==> src/rtl/fp32_to_bf16_converter.sv <==
// Two-stage streaming FP32 -> BF16 narrowing converter with RNE/truncate rounding and
// saturating overflow/NaN counters. Define BF16_FTZ_EN to flush FP32 subnormals to signed zero.
module fp32_to_bf16_converter #(
    parameter int unsigned CNT_W      = 16,
    parameter int unsigned ROUND_MODE = 0
) (
    input  logic             CLK,
    input  logic             RST,
    input  logic [31:0]      I_DATA,
    input  logic             I_VALID,
    output logic             I_READY,
    output logic [15:0]      O_DATA,
    output logic             O_VALID,
    input  logic             O_READY,
    input  logic             CLR_CNT,
    output logic [CNT_W-1:0] OVF_CNT,
    output logic [CNT_W-1:0] NAN_CNT
);

    localparam logic [CNT_W-1:0] CNT_MAX = '1;

    logic             s1_v_q, s1_v_d;
    logic [15:0]      s1_data_q, s1_data_d;
    logic             s2_v_q, s2_v_d;
    logic [15:0]      o_data_q, o_data_d;
    logic [CNT_W-1:0] ovf_cnt_q, ovf_cnt_d;
    logic [CNT_W-1:0] nan_cnt_q, nan_cnt_d;

    logic [31:0] src;
    logic [15:0] rounded;
    logic [15:0] conv;
    logic        round_up;
    logic        is_nan;
    logic        is_ovf;
    logic        accept;
    logic        s2_load;

    assign I_READY = !s1_v_q || !s2_v_q || O_READY;
    assign O_DATA  = o_data_q;
    assign O_VALID = s2_v_q;
    assign OVF_CNT = ovf_cnt_q;
    assign NAN_CNT = nan_cnt_q;

    // Classification and rounding of the incoming operand
    always_comb begin
        src      = I_DATA;
        conv     = 16'h0000;
        is_nan   = 1'b0;
        is_ovf   = 1'b0;
`ifdef BF16_FTZ_EN
        if (I_DATA[30:23] == 8'h00 && I_DATA[22:0] != 23'd0) begin
            src = {I_DATA[31], 31'd0};
        end
`endif
        round_up = (ROUND_MODE == 0) && src[15] && ((|src[14:0]) || src[16]);
        rounded  = src[31:16] + 16'(round_up);
        if (I_DATA[30:23] == 8'hFF && I_DATA[22:0] != 23'd0) begin
            conv   = {I_DATA[31], 8'hFF, 1'b1, I_DATA[21:16]};
            is_nan = 1'b1;
        end else if (I_DATA[30:23] == 8'hFF) begin
            conv = {I_DATA[31], 15'h7F80};
        end else begin
            conv   = rounded;
            is_ovf = (rounded[14:7] == 8'hFF);
        end
    end

    // Handshake, pipeline advance and counter next-state
    always_comb begin
        accept    = I_VALID && I_READY;
        s2_load   = !s2_v_q || O_READY;
        s1_v_d    = s1_v_q;
        s1_data_d = s1_data_q;
        s2_v_d    = s2_v_q;
        o_data_d  = o_data_q;
        ovf_cnt_d = ovf_cnt_q;
        nan_cnt_d = nan_cnt_q;

        if (accept) begin
            s1_v_d    = 1'b1;
            s1_data_d = conv;
        end else if (s2_load) begin
            s1_v_d = 1'b0;
        end

        if (s2_load) begin
            s2_v_d = s1_v_q;
            if (s1_v_q) begin
                o_data_d = s1_data_q;
            end
        end

        // Clear wins over a coincident increment
        if (CLR_CNT) begin
            ovf_cnt_d = '0;
            nan_cnt_d = '0;
        end else begin
            if (accept && is_ovf && ovf_cnt_q != CNT_MAX) begin
                ovf_cnt_d = ovf_cnt_q + CNT_W'(1);
            end
            if (accept && is_nan && nan_cnt_q != CNT_MAX) begin
                nan_cnt_d = nan_cnt_q + CNT_W'(1);
            end
        end
    end

    always_ff @(posedge CLK) begin
        if (RST) begin
            s1_v_q    <= 1'b0;
            s1_data_q <= 16'h0000;
            s2_v_q    <= 1'b0;
            o_data_q  <= 16'h0000;
            ovf_cnt_q <= '0;
            nan_cnt_q <= '0;
        end else begin
            s1_v_q    <= s1_v_d;
            s1_data_q <= s1_data_d;
            s2_v_q    <= s2_v_d;
            o_data_q  <= o_data_d;
            ovf_cnt_q <= ovf_cnt_d;
            nan_cnt_q <= nan_cnt_d;
        end
    end

endmodule

==> config.mk <==
export PLATFORM = sky130hd
export DESIGN_NAME = fp32_to_bf16_converter
export DESIGN_NICKNAME = d
export VERILOG_FILES = /design/src/rtl/fp32_to_bf16_converter.sv
export SDC_FILE = /design/constraint.sdc
export NUM_CORES = 1
export LEC_CHECK = 0
export BUFFER_PORTS_ARGS = -buffer_cell sky130_fd_sc_hd__buf_2
export CAP_MARGIN = 0
export CORE_ASPECT_RATIO = 0.7
export CORE_UTILIZATION = 56
export DETAILED_ROUTE_END_ITERATION = 16
export GPL_ROUTABILITY_DRIVEN = 0
export PLACE_DENSITY = 0.89
export SLEW_MARGIN = 20
export SYNTH_ARGS = -nofsm -noshare
export SYNTH_HDL_FRONTEND = slang
export SYNTH_SLANG_ARGS = --single-unit
==> constraint.sdc <==
create_clock -name CLK -period 4.1 [get_ports CLK]
set_clock_uncertainty 0.05 [all_clocks]
set_input_delay 0.205 -clock CLK [delete_from_list [all_inputs] [get_ports CLK]]
set_output_delay 0.205 -clock CLK [all_outputs]
set_load 0.03 [all_outputs]
# [Word level (Yosys, flattened, before mapping)]
# Index checks and enable logic that the tools add are counted.
# Widths: inputs -> output; s select.
[totals] word_cells=38 output_inout_bits=50 inputBits=37 reg_bits=66
[classes] reduce_logical=18 n_mux=7 add_sub_neg=3 eq_ne=4
[op_table] cell="$add 16x1->16 const B" n=2
[op_table] cell="$mux 16" n=2
[op_table] cell="$ne 16x16->1 const B" n=2
[op_table] cell="$reduce_bool 23->1" n=1
[op_table] cell="$add 16x1->16" n=1
[op_table] cell="$eq 8x8->1 const B" n=2
[op_table] cell="$reduce_or 15->1" n=1
[op_table] cell="$logic_and 1x1->1" n=7
[op_table] cell="$mux 1" n=5
[op_table] cell="$logic_or 1x1->1" n=4
[op_table] cell="$logic_not 1->1" n=2
[op_table] cell="$reduce_and 2->1" n=1
[op_table] cell="$reduce_bool 2->1" n=1
[op_table] cell="$reduce_or 2->1" n=1

# [Depth between registers and ports, before layout]
# Gate-level depths: netlist of the first run.
[depth] ltp_word=9 ltp_mapped=10 mapped_depth_nobuf=9

# [Worst setup path after synthesis of the first run]
# OpenSTA, ideal clock, no wires.
[synth_timing] path_kind="input to register" startpoint="in I_DATA[16]" endpoint="reg ovf_cnt_q[11], in the netlist OVF_CNT[11]" path_slack_ps=1543 setup_ps=116 required_ps=3934 n_path_buf=0 arrival_time_ps=2391 path_stages=9 cell_sequence="and2_1 ha_1 nand4_1 or3_1 a221o_1 a2111o_1 nor3_2 a21oi_1 a31o_2"
[synth_via] elab_chain_cells=8 word_cells_on_any_way=10 classes_between="1 x add/sub; 1 x eq/ne; 2 x mux; 6 x reduce/logical"
[synth_lines] item="from (decl)" line="9" text="input logic [31:0] I_DATA,"
[synth_lines] item="$logic_or 1x1->1" line="55" text="round_up = (ROUND_MODE == 0) && src[15] && ((|src[14:0]) || src[16]);"
[synth_lines] item="$logic_and 1x1->1" line="55"
[synth_lines] item="$add 16x1->16" line="56" text="rounded = src[31:16] + 16'(round_up);"
[synth_lines] item="$eq 8x8->1" line="64" text="is_ovf = (rounded[14:7] == 8'hFF);"
[synth_lines] item="$mux 1" line="60" text="end else if (I_DATA[30:23] == 8'hFF) begin"
[synth_lines] item="$mux 1 *" line="57" text="if (I_DATA[30:23] == 8'hFF && I_DATA[22:0] != 23'd0) begin"
[synth_lines] item="$logic_and 1x1->1 * (2 in series)" line="98" text="if (accept && is_ovf && ovf_cnt_q != CNT_MAX) begin"
[synth_lines] item="to (signal assigned)" line="120" text="ovf_cnt_q <= ovf_cnt_d;"
[synth_lines] item="to (decl)" line="26" text="logic [CNT_W-1:0] ovf_cnt_q, ovf_cnt_d;"
# Mark *: on every way between the ends. The rest lies on a longest branch, timed or not.
# A chain may end at the register's enable or synchronous reset.

# [Final worst setup path of the first run]
# Same ends and word-level chain as after synthesis.

==> results of run 1 <==
==> Yosys cell counts, drive strengths merged (2+ instances only) <==
cell type,n
dfxtp,66
nand2,55
nor2,54
a21oi,25
xnor2,21
nand3,18
nor3,18
nor4,16
clkbuf,15
nand4,15
xor2,14
inv,7
a211oi,6
o22ai,6
and3,5
buf,5
o21ai,5
mux2i,4
a311oi,3
and2,3
ha,3
nor3b,3
or2,3
or3,3
a31o,2
nand3b,2
==> tightest hold or removal path: stages <==
cell and delay (ns):
buf_2 0.07, mux2i_1 0.06, nor2_1 0.08
==> routing by layer <==
layer	part of all wire [%]	global-route usage, %
met5	0	0
met4	2.2	11.9
met3	8.1	9.15
met2	46	44.7
met1	44	33.3
==> through the flow <==
step	worst slack [ns]	total power [mW]	area, um^2	hold WS, ns	utilization, %
final	1.28	1.39	3800	0.0530	71.5
after global routing	1.18	1.43	3800	0.0746	71.5
after CTS	1.36	1.39	3800	0.0495	71.5
after detailed placement	1.01	0.796	3580	0.397	67.4
after global placement	1.12	0.791	3580	0.393	67.4
after floorplan	1.54	0.754	3140	0.284	-
==> final timing paths <==
kind                startpoint       endpoint
setup reg to reg    OVF_CNT[3]     OVF_CNT[3]
setup / recovery    I_DATA[16]    OVF_CNT[11]
hold / removal      I_DATA[31]  s1_data_q[15]
hold reg to reg   s1_data_q[8]      O_DATA[8]
==> area by class of cell <==
type / instances / area (um^2) / area share, %
Multi-Input combinational cell: 295 / 1710 / 44.9
Sequential cell: 66 / 1320 / 34.8
Timing Repair Buffer: 87 / 438 / 11.5
Clock buffer: 10 / 128 / 3.36
Clock inverter: 6 / 90.1 / 2.37
Tap cell: 72 / 90.1 / 2.37
Inverter: 7 / 26.3 / 0.692
==> flip-flops by register name, summed over array words and instances, names as in the netlist <==
| name | flops |
|---|---|
| OVF_CNT | 16 |
| s1_v_q | 1 |
| O_DATA | 16 |
| s1_data_q | 16 |
| O_VALID | 1 |
| NAN_CNT | 16 |
==> power by group through the flow <==
stage               sequential, mW  combinational (mW)  clock, mW
floorplan                    0.692              0.0618          0
global placement             0.682               0.109          0
detailed placement           0.682               0.113          0
CTS                          0.668               0.114      0.608
global route                 0.670               0.126      0.638
finish                       0.668               0.116      0.603
==> cells by family (layout without fill, tap and decap cells) <==
logic type / Yosys count / after routing / share of synthesized area, %
adder cells (fa/ha/maj): 3 / 3 / 1.20
multiplexers: 4 / 4 / 1.28
buffers and inverters: 27 / 110 / 3.59
AO/OA/AOI/OAI: 53 / 53 / 10.5
AND/OR/NAND/NOR: 200 / 200 / 31.6
XOR/XNOR: 35 / 35 / 9.77
flip-flops: 66 / 66 / 42.1
==> results by group, run 1 <==
Pwr
  • Switch Pwr: around 340 uW
  • Clock power frac: 43.5%
  • Combinational share of power: 8.3%
  • Leak pwr: between 1 and 1.5 nW
  • PwrDens: 365 nW/um^2
  • Sequential share of power: 48.2%
  • Internal power: 1.04 mW
  • Net Sw Frac: 24.7%
  • Peak supply drop: 214 uV

Clock network
  • Clock sinks: 66
  • CTS max path bufs: 2
  • Post-CTS repair timing setup buffer count: 0
  • Max H-tree Level: 3
  • Worst-Skew Late Latency: 0.35 ns
  • CTS Root Cell: clkbuf_8
  • Post-CTS Hold Buffers: 0
  • CTS buffer count: 9
  • PostCTS Resize Cnt: 0
  • Clock-pin slew on the worst setup and hold paths: roughly 0.070 ns
  • CTS tree: done

Yosys
  • Ys Warns: 0
  • Cells after Synth: 388
  • Yosys reg bits: 66
  • Ranking of synthesized cells by area: dfxtp_1 42%, nand2_1 6.6%, nor2_1 6.5%
  • Area leader, netlist: dfxtp_1
  • Number of synthesized flops with an enable pin: 0
  • Avg Cell Area, Syn: 8.09 um^2
  • Cell Area, Synth: 3140 um^2
  • Top_reg_cell synth: dfxtp_1
  • Asr flop ratio synth: 0%
  • Post-Syn Nets: around 430
  • Post-synth cell types: 44
  • Register area share after synthesis: about 42%
  • Post-synth top area share: a little over two fifths

Die
  • DIE AREA: 5910 um^2
  • Top Ports: 87
  • Core area: 5310 um^2
  • Initial Utilization: 59.1%
  • Die height: about 65 um
  • Die Span X: between 90 and 100 um
  • # rows: 22

Detailed routing
  • Routed vias/inst: approximately 5.8
  • DRC Markers: 0
  • Number of iterations in the first detailed-routing pass: 6
  • DR WL/cell: between 10 and 15 um
  • Vias: approximately 3,100
  • Drt total wl: 7740 um
  • ANT nets after route: 0
  • Iter 0 DRT Violations: between 200 and 250

Global route
  • Antenna violations before repair: 0
  • First-pass GRT wire length: 12,700 um
  • Largest net degree at the start of global routing: 37
  • Vias in the first global route: 2,854
  • Total GRT Usage: 27.5%
  • Final global-route overflow total: 0

Place
  • Cell count after placement: 527
  • PortBufs: 86
  • Detail Placement HPWL: about 5600 um

Worst setup path
  • CP startpoint kind: primary input
  • CP Cell Sequence: buf_2 -> and2_1 -> ha_1 -> nand4_1 -> or3_1 -> a221o_1 -> a2111o_1 -> nor3_2 -> a21oi_1 -> a31o_2
  • Worst reg-to-reg setup slack: 1.49 ns
  • Worst path max stage delay: 0.63 ns
  • Setup CP Type: in -> reg
  • Worst path slowest cell: a2111o_1
  • Crit. path cell count: 10
  • Critical path's top delay family: compound AO/OA/AOI/OAI gates
  • Arrival time worst endpoint: 3.01 ns
  • Crit end category: flop
  • CP max FO: 15
  • Bufs and invs on worst path: 1
  • Reg2Reg Depth: 7
  • Worst path required time: ~4.3 ns

Hold path
  • Hold Crit Class: in -> reg
  • WHS Path Cells: 3

Timing
  • Final hold violations: 0
  • Setup violations, final: 0
  • FMAX: 0.355 GHz
  • Worst rel slew slack: 40.4%
  • Final Max Tran Viols: 0
  • Setup TNS: 0 ns
  • Crit share post-route: approximately 69%
  • RSZ-0062 raised after global routing: false
  • Final min period: 2.82 ns
  • Slew @ Worst Pin: 0.887 ns

Final layout
  • Commonest non-fill, non-tap cell in the layout: buf_2
  • Antenna diodes: 0
  • Filler Cell Count: 441
  • Area grow syn2layout: 21.0%
  • Most frequent cells in the layout: 86 x buf_2, 66 x dfxtp_1, 55 x nand2_1
  • Final nets: between 500 and 600
  • Finished Layout Cells: 543
  • Layout cells sized above 1: 24.0%

Run
  • MaxCap Viol Count: 0

Run status
  • Status: finished clean
No activity file was read; power rests on OpenSTA's default activity.
==> inputs of run 2 (changes only) <==
- ABC_AREA: unset -> 1
- CORE_UTILIZATION: 56 -> 49
- PLACE_DENSITY: 0.89 -> 0.81
- clock period: 4.1 -> 2.35 ns (I/O delays scaled with it)
==> run 2 against run 1 <==
Against the previous run: via count increased by 26%; final cell count grew 40%; setup slack worse by 0.97 ns; worst hold slack worse by 0.035 ns; largest cell class unchanged.
==> results by group, run 2 <==
Detailed routing
  • Routed vias/inst: 5.18 (was 5.75)
  • DRC Markers: 0 (unchanged)
  • Met2 wire length: 4330 um (was 3540 um)
  • Number of iterations in the first detailed-routing pass: 4 (was 6)
  • Top sig layer: met4 (unchanged)
  • ANT nets after route: 0 (unchanged)
  • Vias: 3,924 (was 3,124)
  • DR WL/cell: 12.5 um (was 14.2 um)
  • Drt total wl: 9440 um (was 7740 um)
  • Met3 wire length: 462 um (was 628 um)
  • M1 wire length: 4550 um (was 3400 um)
  • Iter 0 DRT Violations: 188 (was 224)

Timing
  • Final hold violations: 0 (unchanged)
  • Worst rel slew slack: 56.2% (was 40.4%)
  • FMAX: 0.490 GHz
  • Setup TNS: 0 ns (unchanged)
  • Setup violations, final: 0 (unchanged)
  • Post-route worst setup slack: 0.309 ns (was 1.28 ns)
  • Crit share post-route: 86.8%
  • Final min period: about 2 ns
  • RSZ-0062 raised after global routing: false (unchanged)
  • Fin Hold WS: 0.0184 ns (was 0.0530 ns)
  • Final Max Tran Viols: 0 (unchanged)
  • Slew @ Worst Pin: 0.656 ns (was 0.887 ns)

Hold path
  • Hold Path End: O_VALID (was s1_data_q[15])
  • WHS Path Cells: 4 (was 3)
  • Hold_sp: O_READY (was I_DATA[31])
  • Hold Crit Class: in -> reg (unchanged)

Worst setup path
  • Worst path max stage delay: 0.39 ns (was 0.63 ns)
  • CP max FO: 18 (was 15)
  • Worst path required time: 2.51 ns (was 4.29 ns)
  • Worst reg-to-reg setup slack: 0.31 ns (was 1.49 ns)
  • Crit end category: flop (unchanged)
  • Arrival time worst endpoint: 2.20 ns (was 3.01 ns)
  • CP startpoint kind: flop (was primary input)
  • Most Frequent Cell on Critical Path: nand2_1
  • CP Cell Sequence: ha_1 -> nand2_1 -> nor3_2 -> nand2_1 -> inv_1 -> nand4_4 -> nand4_1 -> nand2_1 -> nand2_1 -> nor2_1 (was buf_2 -> and2_1 -> ha_1 -> nand4_1 -> or3_1 -> a221o_1 -> a2111o_1 -> nor3_2 -> a21oi_1 -> a31o_2)
  • RR Endpoint: OVF_CNT[6] (was OVF_CNT[3])
  • Worst r2r src: OVF_CNT[1] (was OVF_CNT[3])
  • Reg2Reg Depth: 10 (was 7)
  • Setup CP Type: reg -> reg (was in -> reg)
  • Worst path slowest cell: dfxtp_1 (was a2111o_1)

Die
  • Die Span X: 106 um (was 91.5 um)
  • # rows: 26 (was 22)
  • Initial Utilization: 50.8% (was 59.1%)
  • Die height: 75.1 um (was 64.6 um)
  • Core area: 7350 um^2 (was 5310 um^2)
  • DIE AREA: 7990 um^2 (was 5910 um^2)
  • Top Ports: 87 (unchanged)

Pwr
  • Leak pwr: 2.04 nW (was 1.47 nW)
  • PwrDens: 526 nW/um^2 (was 365 nW/um^2)
  • Peak supply drop: 300 uV (was 214 uV)

Place
  • PortBufs: 86 (unchanged)
  • Worst slack, placed: 0.130 ns (was 1.01 ns)
  • Detail Placement HPWL: 7110 um (was 5600 um)
  • Cell count after placement: 740 (was 527)

Final layout
  • Antenna diodes: 0 (unchanged)
  • Finished Layout Cells: 758 (was 543)
  • Commonest non-fill, non-tap cell in the layout: nand2_1 (was buf_2)
  • Area grow syn2layout: 19.3% (was 21.0%)
  • Layout cells sized above 1: 21.4% (was 24.0%)
  • Filler Cell Count: 731 (was 441)
  • Sequential Area: 1320 um^2 (unchanged)
  • Area occupied by multi-input gates: 2090 um^2 (was 1710 um^2)
  • Final nets: 695 (was 506)
  • Most frequent cells in the layout: 143 x nand2_1, 91 x nor2_1, 86 x buf_2 (was 86 x buf_2, 66 x dfxtp_1, 55 x nand2_1)

Yosys
  • Top cells by count, synth: 143 x nand2_1, 91 x nor2_1, 66 x dfxtp_1 (was 66 x dfxtp_1, 55 x nand2_1, 54 x nor2_1)
  • Yosys reg bits: 66 (unchanged)
  • Cell Area, Synth: 3740 um^2 (was 3140 um^2)
  • Asr flop ratio synth: 0% (unchanged)
  • Post-synth cell types: 32 (was 44)
  • Post-synth top area share: 35.4% (was 42.1%)
  • Register area share after synthesis: 35.4% (was 42.1%)
  • Most instantiated library cell after synthesis: nand2_1 (was dfxtp_1)
  • Number of synthesized flops with an enable pin: 0 (unchanged)
  • Ys Warns: 0 (unchanged)
  • Top_reg_cell synth: dfxtp_1 (unchanged)
  • Area leader, netlist: dfxtp_1 (unchanged)
  • Ranking of synthesized cells by area: dfxtp_1 35%, nand2_1 14%, nor2_1 9.1% (was dfxtp_1 42%, nand2_1 6.6%, nor2_1 6.5%)
  • Post-Syn Nets: 605 (was 428)
  • Cells after Synth: 565 (was 388)
  • Avg Cell Area, Syn: 6.61 um^2 (was 8.09 um^2)

Clock network
  • CTS max path bufs: 2 (unchanged)
  • CTS buffer count: 9 (unchanged)
  • Clock-pin slew on the worst setup and hold paths: 0.08 ns (was 0.07 ns)
  • Worst-Skew Late Latency: 0.34 ns (was 0.35 ns)
  • Max H-tree Level: 3 (unchanged)
  • Post-CTS repair timing setup buffer count: 0 (unchanged)
  • Clock sinks: 66 (unchanged)
  • CTS Root Cell: clkbuf_8 (unchanged)
  • CTS tree: done (unchanged)

Global route
  • Final global-route overflow total: 0 (unchanged)
  • Antenna violations before repair: 0 (unchanged)
  • Vias in the first global route: 3,407 (was 2,854)
  • Total GRT Usage: 24.0% (was 27.5%)
  • First-pass GRT wire length: 15,300 um (was 12,700 um)
  • Largest net degree at the start of global routing: 29 (was 37)

Run
  • MaxCap Viol Count: 0 (unchanged)

Run status
  • Status: finished clean (unchanged)
## run 2: changes by cell type in the layout (fill, tap and decap cells not counted), moves of 7 or more
cell | previous run | this run
nor4_1 | 13 | 4
xnor2_1 | 21 | 3
nand2_2 | 0 | 9
nor2_4 | 0 | 7
nand4_1 | 15 | 32
nor2_1 | 54 | 91
nor3_1 | 16 | 9
o21ai_0 | 5 | 25
inv_1 | 7 | 61
nand2_1 | 55 | 143
## run 2: how the worst max path moves through the flow
stage          slack, ns  cells after the start          to        from
2_1_floorplan       0.24                      8  NAN_CNT[5]     O_VALID
3_3_place_gp        0.24                     10  OVF_CNT[5]  OVF_CNT[0]
3_5_place_dp        0.13                     10  OVF_CNT[1]  OVF_CNT[1]
4_1_cts             0.08                     10  OVF_CNT[1]  OVF_CNT[1]
5_1_grt             0.11                     10  OVF_CNT[4]  OVF_CNT[1]
6_report            0.31                     10  OVF_CNT[6]  OVF_CNT[1]
## run 2: layout make-up
type                            count  area share [%]
Multi-Input combinational cell    417            46.9
Sequential cell                    66            29.6
Clock buffer                        9            2.78
Tap cell                           98            2.75
Clock inverter                      7            1.18
Timing Repair Buffer               94            11.1
Inverter                           67            5.64
## run 2: report_power, final
part	internal [mW]	switching, mW	leakage (nW)	total (mW)
clock	0.390	0.482	0.0900	0.872
combinational	0.0971	0.198	1.41	0.295
sequential	1.16	0.0199	0.539	1.18
total	1.65	0.700	2.04	2.34
## run 2: kinds of logic (layout without fill, tap and decap cells)
| logic type | Yosys count | after routing | synth area share [%] |
|---|---|---|---|
| AO/OA/AOI/OAI | 66 | 66 | 10.0 |
| adder cells (fa/ha/maj) | 3 | 3 | 1.00 |
| buffers and inverters | 82 | 177 | 9.04 |
| flip-flops | 66 | 66 | 35.4 |
| AND/OR/NAND/NOR | 331 | 331 | 40.6 |
| XOR/XNOR | 17 | 17 | 3.98 |
## run 2: metal layers
| layer | track usage, % | vias to the layer above |
|---|---|---|
| li1 | - | 2015 |
| met5 | 0 | - |
| met4 | 7.41 | 0 |
| met3 | 5.89 | 11 |
| met2 | 39.4 | 113 |
| met1 | 31.5 | 1785 |
## run 2: what timing repair did
action,CTS,global route
hold endpoints to repair,5,0
resized for setup,0,2
endpoints found under the setup margin,0,14
hold buffers,2,0
## run 2: stage by stage
stage,cell area [um^2],utilization (%),power [mW]
3_3_place_gp,4250,57.8,1.48
4_1_cts,4450,60.5,2.36
5_1_grt,4460,60.7,2.46
2_1_floorplan,3740,-,1.39
6_report,4460,60.7,2.34
3_5_place_dp,4250,57.8,1.49
## run 2: worst max-delay path, delay by kind of cell, from the launching register on
family | cells | cell delay (ns)
buf+inv | 1 | 0.14
simple gates | 8 | 1.10
flops | 1 | 0.39
fa+ha+maj | 1 | 0.21
